===== src/rtl/riscv_ctrl_pkg.sv =====
// rtl/riscv_ctrl_pkg.sv - shared states, opcodes and datapath select encodings for the multi-cycle controller
package riscv_ctrl_pkg;

    typedef enum logic [3:0] {
        S_FETCH    = 4'd0,
        S_DECODE   = 4'd1,
        S_MEMADR   = 4'd2,
        S_MEMREAD  = 4'd3,
        S_MEMWB    = 4'd4,
        S_MEMWRITE = 4'd5,
        S_EXECUTER = 4'd6,
        S_EXECUTEI = 4'd7,
        S_ALUWB    = 4'd8,
        S_BEQ      = 4'd9,
        S_JAL      = 4'd10,
        S_ERROR    = 4'd11
    } state_e;

    localparam logic [6:0] OP_LW  = 7'b0000011;
    localparam logic [6:0] OP_SW  = 7'b0100011;
    localparam logic [6:0] OP_R   = 7'b0110011;
    localparam logic [6:0] OP_I   = 7'b0010011;
    localparam logic [6:0] OP_BEQ = 7'b1100011;
    localparam logic [6:0] OP_JAL = 7'b1101111;

    localparam logic [2:0] ALU_ADD = 3'b000;
    localparam logic [2:0] ALU_SUB = 3'b001;
    localparam logic [2:0] ALU_AND = 3'b010;
    localparam logic [2:0] ALU_OR  = 3'b011;
    localparam logic [2:0] ALU_SLT = 3'b101;

    localparam logic [1:0] RES_ALUOUT    = 2'b00;
    localparam logic [1:0] RES_DATA      = 2'b01;
    localparam logic [1:0] RES_ALURESULT = 2'b10;

    localparam logic [1:0] SRCA_PC    = 2'b00;
    localparam logic [1:0] SRCA_OLDPC = 2'b01;
    localparam logic [1:0] SRCA_RD1   = 2'b10;

    localparam logic [1:0] SRCB_RD2  = 2'b00;
    localparam logic [1:0] SRCB_IMM  = 2'b01;
    localparam logic [1:0] SRCB_FOUR = 2'b10;

    localparam logic [1:0] IMM_I = 2'b00;
    localparam logic [1:0] IMM_S = 2'b01;
    localparam logic [1:0] IMM_B = 2'b10;
    localparam logic [1:0] IMM_J = 2'b11;

    function automatic logic [1:0] imm_src_of(input logic [6:0] op);
        case (op)
            OP_SW:   return IMM_S;
            OP_BEQ:  return IMM_B;
            OP_JAL:  return IMM_J;
            default: return IMM_I;
        endcase
    endfunction

endpackage


===== src/rtl/alu_decoder.sv =====
// rtl/alu_decoder.sv - maps opcode/funct fields to an ALU operation and flags unsupported funct3 values
module alu_decoder
    import riscv_ctrl_pkg::*;
(
    input  logic [6:0] op_i,
    input  logic [2:0] funct3_i,
    input  logic       funct7b5_i,
    output logic [2:0] alu_control_o,
    output logic       illegal_funct_o
);

    always_comb begin
        alu_control_o   = ALU_ADD;
        illegal_funct_o = 1'b0;
        case (funct3_i)
            // addi never subtracts, so bit 30 only matters for register-register ops
            3'b000:  alu_control_o = (op_i == OP_R && funct7b5_i) ? ALU_SUB : ALU_ADD;
            3'b010:  alu_control_o = ALU_SLT;
            3'b110:  alu_control_o = ALU_OR;
            3'b111:  alu_control_o = ALU_AND;
            default: illegal_funct_o = 1'b1;
        endcase
    end

endmodule


===== src/rtl/multicycle_controller.sv =====
// rtl/multicycle_controller.sv - RV32I multi-cycle sequencing FSM with memory stall and retire counter
module multicycle_controller
    import riscv_ctrl_pkg::*;
#(
    parameter int CNT_W = 32
) (
    input  logic             clk,
    input  logic             rst_n,
    input  logic [6:0]       op,
    input  logic [2:0]       funct3,
    input  logic             funct7b5,
    input  logic             zero,
    input  logic             mem_ready,
    output logic             pc_write,
    output logic             adr_src,
    output logic             mem_write,
    output logic             ir_write,
    output logic             reg_write,
    output logic [1:0]       result_src,
    output logic [1:0]       alu_src_a,
    output logic [1:0]       alu_src_b,
    output logic [1:0]       imm_src,
    output logic [2:0]       alu_control,
    output logic             illegal,
    output logic [CNT_W-1:0] retired
);

    state_e           state_q, state_d;
    logic [CNT_W-1:0] retired_q, retired_d;
    logic             illegal_q, illegal_d;

    logic       pc_write_c, mem_write_c, ir_write_c, reg_write_c;
    logic       retire_c;
    logic [2:0] dec_alu_control;
    logic       dec_illegal_funct;

    alu_decoder u_alu_decoder (
        .op_i            (op),
        .funct3_i        (funct3),
        .funct7b5_i      (funct7b5),
        .alu_control_o   (dec_alu_control),
        .illegal_funct_o (dec_illegal_funct)
    );

    always_ff @(posedge clk) begin
        if (!rst_n) begin
            state_q   <= S_FETCH;
            retired_q <= '0;
            illegal_q <= 1'b0;
        end else begin
            state_q   <= state_d;
            retired_q <= retired_d;
            illegal_q <= illegal_d;
        end
    end

    always_comb begin
        state_d     = state_q;
        pc_write_c  = 1'b0;
        adr_src     = 1'b0;
        mem_write_c = 1'b0;
        ir_write_c  = 1'b0;
        reg_write_c = 1'b0;
        result_src  = RES_ALUOUT;
        alu_src_a   = SRCA_PC;
        alu_src_b   = SRCB_RD2;
        alu_control = ALU_ADD;
        retire_c    = 1'b0;

        case (state_q)
            S_FETCH: begin
                alu_src_b  = SRCB_FOUR;
                result_src = RES_ALURESULT;
                ir_write_c = mem_ready;
                pc_write_c = mem_ready;
                if (mem_ready) begin
                    state_d = S_DECODE;
                end
            end
            S_DECODE: begin
                // ALUOut captures PC-relative target here for a following beq
                alu_src_a = SRCA_OLDPC;
                alu_src_b = SRCB_IMM;
                case (op)
                    OP_LW, OP_SW: state_d = S_MEMADR;
                    OP_R:         state_d = S_EXECUTER;
                    OP_I:         state_d = S_EXECUTEI;
                    OP_BEQ:       state_d = S_BEQ;
                    OP_JAL:       state_d = S_JAL;
                    default:      state_d = S_ERROR;
                endcase
            end
            S_MEMADR: begin
                alu_src_a = SRCA_RD1;
                alu_src_b = SRCB_IMM;
                state_d   = (op == OP_SW) ? S_MEMWRITE : S_MEMREAD;
            end
            S_MEMREAD: begin
                adr_src = 1'b1;
                if (mem_ready) begin
                    state_d = S_MEMWB;
                end
            end
            S_MEMWB: begin
                result_src  = RES_DATA;
                reg_write_c = 1'b1;
                retire_c    = 1'b1;
                state_d     = S_FETCH;
            end
            S_MEMWRITE: begin
                // request held steady until memory accepts it
                adr_src     = 1'b1;
                mem_write_c = 1'b1;
                if (mem_ready) begin
                    retire_c = 1'b1;
                    state_d  = S_FETCH;
                end
            end
            S_EXECUTER, S_EXECUTEI: begin
                alu_src_a   = SRCA_RD1;
                alu_src_b   = (state_q == S_EXECUTEI) ? SRCB_IMM : SRCB_RD2;
                alu_control = dec_alu_control;
                state_d     = dec_illegal_funct ? S_ERROR : S_ALUWB;
            end
            S_ALUWB: begin
                reg_write_c = 1'b1;
                retire_c    = 1'b1;
                state_d     = S_FETCH;
            end
            S_BEQ: begin
                alu_src_a   = SRCA_RD1;
                alu_control = ALU_SUB;
                pc_write_c  = zero;
                retire_c    = 1'b1;
                state_d     = S_FETCH;
            end
            S_JAL: begin
                alu_src_a  = SRCA_OLDPC;
                alu_src_b  = SRCB_FOUR;
                pc_write_c = 1'b1;
                state_d    = S_ALUWB;
            end
            S_ERROR: begin
                state_d = S_ERROR;
            end
            default: begin
                state_d = S_ERROR;
            end
        endcase
    end

    assign retired_d = retire_c ? retired_q + CNT_W'(1) : retired_q;
    assign illegal_d = illegal_q | (state_d == S_ERROR);

    // no write may leak out while reset is held, whatever state the register still shows
    assign pc_write  = rst_n & pc_write_c;
    assign mem_write = rst_n & mem_write_c;
    assign ir_write  = rst_n & ir_write_c;
    assign reg_write = rst_n & reg_write_c;

    assign imm_src = imm_src_of(op);
    assign illegal = illegal_q;
    assign retired = retired_q;

endmodule


===== config.mk =====
export PLATFORM = sky130hd
export DESIGN_NAME = multicycle_controller
export DESIGN_NICKNAME = d
export VERILOG_FILES = /design/src/rtl/riscv_ctrl_pkg.sv /design/src/rtl/alu_decoder.sv /design/src/rtl/multicycle_controller.sv
export SDC_FILE = /design/constraint.sdc
export NUM_CORES = 1
export LEC_CHECK = 0
export ABC_AREA = 1
export CAP_MARGIN = 5
export CORE_ASPECT_RATIO = 1.1
export CORE_MARGIN = 2
export CORE_UTILIZATION = 43
export DETAILED_ROUTE_END_ITERATION = 8
export PLACE_DENSITY = 0.78
export SKIP_CTS_REPAIR_TIMING = 1
export SLEW_MARGIN = 5
export SYNTH_ARGS = -nofsm -noshare
export SYNTH_HDL_FRONTEND = slang
export SYNTH_SLANG_ARGS = --single-unit

===== constraint.sdc =====
create_clock -name clk -period 2.2 [get_ports clk]
set_input_delay 0.44 -clock clk [delete_from_list [all_inputs] [get_ports clk]]
set_output_delay 0.44 -clock clk [all_outputs]
set_load 0.005 [all_outputs]

* After elaboration in Yosys (flattened, before gate mapping)
Index checks and enable logic that the tools add are counted.
** Word-level totals
- Register bits :: 37
- Word-level logic and storage cells :: 64
** Operators by class
- $add $sub $neg :: 1
- Equal/unequal tests :: 20
- Mux-type cells :: 22
- Bitwise gates (word level) :: 5
- Reduce and logical (&&, ||, !) cells :: 13
** Operators by type and width (count)
- $add 32x1->32 const B :: 1
- $pmux 4 s8 :: 1
- $pmux 4 s5 :: 1
- $eq 4x3->1 const B :: 4
- $eq 4x4->1 const B :: 4
- $eq 7x6->1 const B :: 2
- $eq 7x7->1 const B :: 2
- $reduce_or 2->1 :: 7
- $mux 4 :: 3
- $pmux 2 s3 :: 2
- $pmux 3 s4 :: 1
- $eq 4x2->1 const B :: 2
- $pmux 2 s2 :: 2
- $reduce_or 4->1 :: 2
- $eq 7x2->1 const B :: 1
- $eq 7x5->1 const B :: 1
- $mux 1 :: 7
- $eq 3x3->1 const B :: 2
- $pmux 3 s2 :: 1
- $and 1x1->1 :: 4
- $eq 4x1->1 const B :: 1
- $logic_not 4->1 :: 1
- $eq 3x2->1 const B :: 1
- $logic_not 3->1 :: 1
- other kinds (7) :: 7

* Longest topological paths before layout
Gate-level depths: netlist of run 1.
- Depth in word-level cells :: 6
- Depth in mapped cells :: 10
- Depth with buffers taken out :: 10

* Hierarchy
Synthesis of run 1 repeated with hierarchy kept, for this count alone.
** Unflattened totals
- Cell total of the unflattened synthesis :: 460
- Area, all modules :: 2591.2 um^2
** By module, submodules not included
- multicycle_controller :: instances 1, cells an instance 442, area an instance 2522.4 um^2, sequential area each 740.7 um^2
- alu_decoder :: instances 1, cells an instance 18, area an instance 68.8 um^2, sequential area each 0.0 um^2

* Worst setup path after synthesis of run 1
No wires, ideal clock.
- Kind :: input -> output
- Start :: input port rst_n
- End :: output port ir_write
- Arrival :: 1137 ps
- Data required time :: 1760 ps
- Slack :: 623 ps
- Cell stages on the path :: 4
- Cell sequence :: inv_1 -> clkbuf_1 -> clkbuf_1 -> nor2_1
** On the way
- Longest elaborated chain between the ends :: 1
** RTL lines
- start: declaration :: line multicycle_controller.sv:8 : input logic rst_n,
- $and 1x1->1 :: line multicycle_controller.sv:158 : assign ir_write = rst_n & ir_write_c;
- end: declaration :: line multicycle_controller.sv:17 : output logic ir_write,
No other way between the ends.

* Worst setup path after layout of run 1
- Start :: input port op[0]
- End :: output port alu_control[0]
** On the way
- Longest elaborated chain between the ends :: 5
** RTL lines
- start: declaration :: line multicycle_controller.sv:9 : input logic [6:0] op,
- $eq 7x6->1 :: line alu_decoder.sv:17 : 3'b000: alu_control_o = (op_i == OP_R && funct7b5_i) ? ALU_SUB : ALU_ADD;
- $logic_and 1x1->1 :: line alu_decoder.sv:17
- $mux 1 :: line alu_decoder.sv:17
- $pmux 3 s4 :: line alu_decoder.sv:15 : case (funct3_i)
- $pmux 3 s2 :: line multicycle_controller.sv:70 : case (state_q)
- end: declaration :: line multicycle_controller.sv:23 : output logic [2:0] alu_control,
No other way between the ends.

==> results of run 1 <==
==> tightest hold or removal path, cell delays in order, from the launching register on <==
cell and delay (ns):
dfxtp_1 0.32, nand2_1 0.06, nand2_1 0.04
==> power groups by stage <==
stage               registers [W]  logic [W]  clock network, W
floorplan                0.000769   0.000426                 0
global placement         0.000766   0.000829                 0
detailed placement       0.000768   0.000839                 0
CTS                      0.000754   0.000847          0.000641
global route             0.000787   0.000980          0.000667
finish                   0.000778   0.000881          0.000633
==> metrics by stage <==
stage	util	setup slack (ns)
2_1_floorplan	-	0.623
3_3_place_gp	0.593	-0.254
3_5_place_dp	0.593	-0.308
4_1_cts	0.614	-0.323
5_1_grt	0.632	-0.155
6_report	0.632	-0.104
==> cell families (layout without fill, tap and decap cells) <==
group | count (synthesis) | after routing
simple gates | 307 | 307
buf+inv | 61 | 149
compound gates | 45 | 45
flops | 37 | 37
xor+xnor | 8 | 8
fa+ha+maj | 1 | 1
==> routing by layer <==
metal / wire length (um) / share of wire / vias to the layer above / track usage
met5: 0 / 0 / - / 0
met4: 203 / 0.027 / 0 / 0.0877
met3: 326 / 0.044 / 18 / 0.0383
met2: 3600 / 0.48 / 80 / 0.416
met1: 3350 / 0.45 / 1378 / 0.290
li1: - / - / 1597 / -
==> worst paths after layout <==
path                         endpoint                    start  slack [ns]
max                    alu_control[0]                    op[0]       -0.10
max reg2reg  retired[24]$_SDFFE_PN0P_  retired[1]$_SDFFE_PN0P_        0.44
min reg2reg        illegal$_SDFF_PN0_       illegal$_SDFF_PN0_        0.46
min                illegal$_SDFF_PN0_       illegal$_SDFF_PN0_        0.46
==> state kept, by name, indices dropped and copies added, names as in the netlist <==
| register | cells |
|---|---|
| illegal | 1 |
| retired | 32 |
| state_q | 4 |
==> synthesized netlist by cell type <==
cell and instances:
nand2_1 181, nor2_1 77, inv_1 45, dfxtp_1 37, a21oi_1 31, nand3_1 30
xor2_1 7, inv_2 6, nor3_1 6, nor2_2 5, o21ai_1 5, clkbuf_1 4
o21ai_0 4, buf_2 3, a31oi_1 2, buf_6 2, nand2_2 2, nand4_1 2
a211oi_1 1, clkinv_1 1, ha_1 1, nand3_4 1, nand3b_1 1, nor3_2 1
nor4_1 1, o211ai_1 1, o21ai_2 1, xnor2_1 1
==> final cells by class <==
type / instances / area, sq um
fill: 537 / 2120
multi-input combinational: 361 / 1620
timing repair buffer: 89 / 863
sequential: 37 / 751
inverter: 52 / 195
tap: 77 / 96.3
clock buffer: 6 / 82.6
clock inverter: 2 / 37.5
==> impl_metrics.tcl, run 1 <==
set metrics [dict create \
    grt_overflow_total 0 \
    die_h_um 84.8 \
    ctsHtreeMaxLevel 2 \
    fmax_mhz 434 \
    synthSimpleGateAreaFrac 0.488 \
    skew_ns 0.0132 \
    placed_cells_incl_taps 614 \
    synthCells 459 \
    hold_slack_ns 0.463 \
    dpl.hpwl_mm 5.77 \
    grt_max_degree 20 \
    gp_congestion 0.930 \
    clk_latency_ns 0.30 \
    dr.pass1.iters 4 \
    netlist.area_leader.share 0.290 \
    pwr-share-comb 0.384 \
    synth-seq-cells 37 \
    layout_commonest_cell "nand2_1" \
    synth_top_family_by_area "simple AND/OR/NAND/NOR gates" \
    cp-end-kind "output pin" \
    area_growth_pct 42.7 \
    tns_ns -0.104 \
    hold_viol 0 \
    status "finished with violations" \
    crit_buf_inv 3 \
    mostFrequentLayoutCells "179 x nand2_1, 70 x nor2_1, 53 x clkdlybuf4s50_1" \
    final_nets 562 \
    holdCritPathClass "reg -> reg" \
    start_util 0.443 \
    relSlewSlack 0.755 \
    violations "setup timing" \
    whs_path_depth 2 \
    setup_viol 1 \
    grt_pass1_wl_mm 12.8 \
    root_buffer "clkbuf_8" \
    cp.required_ns 1.76 \
    yosysTopAreaCell "dfxtp_1" \
    switching_power_w 0.000794 \
    pwr-share-seq 0.340 \
    drt_iter0_drc 200 \
    clk_pin_slew_worst_paths_ns 0.07 \
    synthMuxAreaShare 0 \
    ys_types 28 \
    viasPerCell 4.92 \
    cp_max_fo 2 \
    p_leak_nw 1.52 \
    worstMarginPinSlew_ns 0.367 \
    port_buffers 63 \
    dpl_cell_area_sq_um 3420 \
    avgSynthCellArea_sq_um 5.56 \
    cts.path.max_buffers 2 \
    grt_pass1_vias 2882 \
    cts_tree "done" \
    design_area_sq_um 3640 \
    final_cells 624 \
    layout_worst_path_cycle_share 1.05 \
    worstRegToRegCells 9 \
    powerDensity_nw_per_um2 629 \
    n_antenna_cell 0 \
    antenna_found_initial 0 \
    intPower_w 0.00150 \
    cp-start-kind "primary input" \
    io_pins 64 \
    rows 29 \
    synth_xor_area_frac 0.0274 \
    drc 0 \
    dieArea_sq_um 6570 \
    cpPeakStageDelay_ns 0.45 \
    max_cap_violations 0 \
    die_x_um 77.5 \
    antenna_left 0 \
    syn_area_sq_um 2550 \
    cpMaxStageDelayCell "clkdlybuf4s50_1" \
    drive_above_1_share 0.126 \
    crit_arrival_ns 1.86 \
    grtUsageTotal 0.236 \
    rsz0062_at_grt "true" \
    wire_per_inst_um 12.0 \
    worstSetupPathType "in -> out" \
    drv_slew 0 \
    clock_sinks 37 \
    vias 3073 \
    fin_ws_ns -0.104 \
    swShare 0.346 \
    yosys.area_share.adder 0.00490 \
    seq_area_frac_synth 0.290 \
    synth_compound_area_frac 0.0926 \
    power_w 0.00229 \
    final.min_clock_period_ns 2.30 \
    cts_buffers 5 \
    path_cells "clkdlybuf4s50_1, nand2_1, nor3_2, buf_4, nand2_1, nor3_2, nor2_1, a21oi_1, dlymetal6s2s_1" \
    wl_mm 7.48 \
    coreArea_sq_um 5770 \
    yosys-top-cells-area "dfxtp_1 29%, nand2_1 27%, nor2_1 11%" \
    syn_nets 475 \
    cp_top_family "buffers and inverters" \
    yosys_warnings 0 \
    power_frac_clock 0.276 \
    path_depth 9 \
    peakVddDrop_mv 0.496 \
]
No activity file was read; power rests on OpenSTA's default activity.
==> inputs of run 2 (changes only) <==
--- a/config.mk
+++ b/config.mk
@@ -6,7 +6,7 @@
 export NUM_CORES = 1
 export LEC_CHECK = 0
 export ABC_AREA = 1
-export CAP_MARGIN = 5
+export CAP_MARGIN = 20
 export CORE_ASPECT_RATIO = 1.1
 export CORE_MARGIN = 2
 export CORE_UTILIZATION = 43
==> results of run 2 <==
The final DEF is identical to that of run 1; final timing and power are the same.
==> inputs of run 3 (changes only) <==
--- a/config.mk
+++ b/config.mk
@@ -17,3 +17,4 @@
 export SYNTH_ARGS = -nofsm -noshare
 export SYNTH_HDL_FRONTEND = slang
 export SYNTH_SLANG_ARGS = --single-unit
+export TNS_END_PERCENT = 30
==> constraint.sdc (replaced) <==
create_clock -name clk -period 2.7 [get_ports clk]
set_input_delay 0.54 -clock clk [delete_from_list [all_inputs] [get_ports clk]]
set_output_delay 0.54 -clock clk [all_outputs]
set_load 0.005 [all_outputs]
==> run 3 against run 2 <==
Effect of this change:
- the flow now finishes without violations
- worst hold slack got worse by 0.0093 ns
- flip-flop and latch count did not move
- clock skew fell by 0.0077 ns
- clock-buffer cell count rose by 1
==> impl_metrics.tcl, run 3 (synthesized netlist as in run 1, its figures left out) <==
set metrics [dict create \
    p_leak_nw 1.25 \
    clk_latency_ns 0.29 \
    rows 29 \
    peakVddDrop_mv 0.532 \
    port_buffers 63 \
    drv_slew 0 \
    cp.required_ns 2.16 \
    antenna_found_initial 0 \
    gp_congestion 0.879 \
    cts_buffers 5 \
    layout_worst_path_cycle_share 0.972 \
    largest_reg_flops 32 \
    design_area_sq_um 3360 \
    dieArea_sq_um 6570 \
    final_cells 603 \
    vias 3033 \
    n_antenna_cell 0 \
    n_fill_cell 549 \
    grt_pass1_vias 2880 \
    wl_mm 7.05 \
    dr.pass1.iters 5 \
    status "finished clean" \
    io_pins 64 \
    area_growth_pct 31.7 \
    placed_cells_incl_taps 596 \
    final_nets 542 \
    path_cells "clkdlybuf4s50_1, inv_1, nor3_1, nand2_1, nand2_1, clkdlybuf4s50_1" \
    clock_sinks 37 \
    drc 0 \
    cts_tree "done" \
    die_x_um 77.5 \
    fmax_mhz 381 \
    layout_commonest_cell "nand2_1" \
    coreArea_sq_um 5770 \
    power_frac_clock 0.245 \
    route.met3.wl_um 433 \
    cpPeakStageDelay_ns 0.50 \
    cpMaxStageDelayCell "clkdlybuf4s50_1" \
    ctsHtreeMaxLevel 2 \
    rsz0062_at_grt "false" \
    grtUsageTotal 0.226 \
    grt_overflow_total 0 \
    cp-start-kind "primary input" \
    pwr-share-seq 0.391 \
    crit_arrival_ns 2.08 \
    switching_power_w 0.000566 \
    relSlewSlack 0.732 \
    intPower_w 0.00104 \
    wire_per_inst_um 11.7 \
    wl_met1_mm 3.13 \
    max_cap_violations 0 \
    viasPerCell 5.03 \
    root_buffer "clkbuf_8" \
    final.min_clock_period_ns 2.62 \
    top_layer "met4" \
    die_h_um 84.8 \
    hold_slack_ns 0.453 \
    cp_max_fo 3 \
    cts.path.max_buffers 2 \
    drive_above_1_share 0.0532 \
    mostFrequentLayoutCells "181 x nand2_1, 77 x nor2_1, 62 x clkdlybuf4s50_1" \
    dpl.hpwl_mm 5.49 \
    fin_util 0.583 \
    setup_viol 0 \
    tns_ns 0 \
    grt_pass1_wl_mm 12.4 \
    pwr-share-comb 0.363 \
    worstSetupPathType "in -> out" \
    dpl_cell_area_sq_um 3270 \
    antenna_left 0 \
    clk_pin_slew_worst_paths_ns 0.07 \
    powerDensity_nw_per_um2 476 \
    swShare 0.354 \
    worstMarginPinSlew_ns 0.401 \
    skew_ns 0.00555 \
    wl_met2_mm 3.30 \
    drt_iter0_drc 197 \
    cp-end-kind "output pin" \
    holdCritPathClass "reg -> reg" \
    start_util 0.443 \
    grt_max_degree 25 \
    hold_viol 0 \
]
[run 3: cell types whose count changed in the layout (fill, tap and decap cells not counted), sizes merged]
cell / delta
clkbuf: +1
clkinvlp: -1
bufinv: -1
buf: -20
clkdlybuf4s50: +9
dlymetal6s2s: -9
[run 3: final cells by class]
type / count / area (sq um) / area share
multi-input combinational: 361 / 1570 / 0.466
sequential: 37 / 741 / 0.220
timing repair buffer: 69 / 678 / 0.202
inverter: 52 / 195 / 0.0581
tap: 77 / 96.3 / 0.0287
clock buffer: 7 / 86.3 / 0.0257
[run 3: metrics by stage]
step,worst slack [ns],power [W]
global placement,0.0437,0.00122
CTS,0.0133,0.00161
global route,0.00716,0.00170
floorplan,0.923,0.000973
finish,0.0766,0.00160
detailed placement,0.0321,0.00121
[run 3: layer usage]
metal,vias up,GRT usage
met5,-,0
met4,0,0.0990
met3,18,0.0372
met2,106,0.387
met1,1350,0.281
li1,1559,-
[run 3: power by group through the flow]
| stage | clock [W] | sequential [W] | combinational (W) |
|---|---|---|---|
| after CTS | 0.000397 | 0.000627 | 0.000584 |
| after floorplan | 0 | 0.000627 | 0.000347 |
| after global routing | 0.000420 | 0.000633 | 0.000652 |
| after global placement | 0 | 0.000639 | 0.000576 |
| final | 0.000393 | 0.000627 | 0.000582 |
| after detailed placement | 0 | 0.000637 | 0.000577 |
[run 3: critical path: cells and delay by family]
family / cells / cell delay, ns
buffers and inverters: 3 / 1.08
and+or+nand+nor: 3 / 0.46
[run 3: final timing paths]
check / from / endpoint / slack, ns / cells after the start
worst max-delay path: op[6] / imm_src[1] / 0.08 / 6
worst min-delay path: illegal$_SDFF_PN0_ / illegal$_SDFF_PN0_ / 0.45 / 2
worst max register to register: retired[0]$_SDFFE_PN0P_ / retired[8]$_SDFFE_PN0P_ / 0.77 / 8
worst min register to register: illegal$_SDFF_PN0_ / illegal$_SDFF_PN0_ / 0.45 / 2
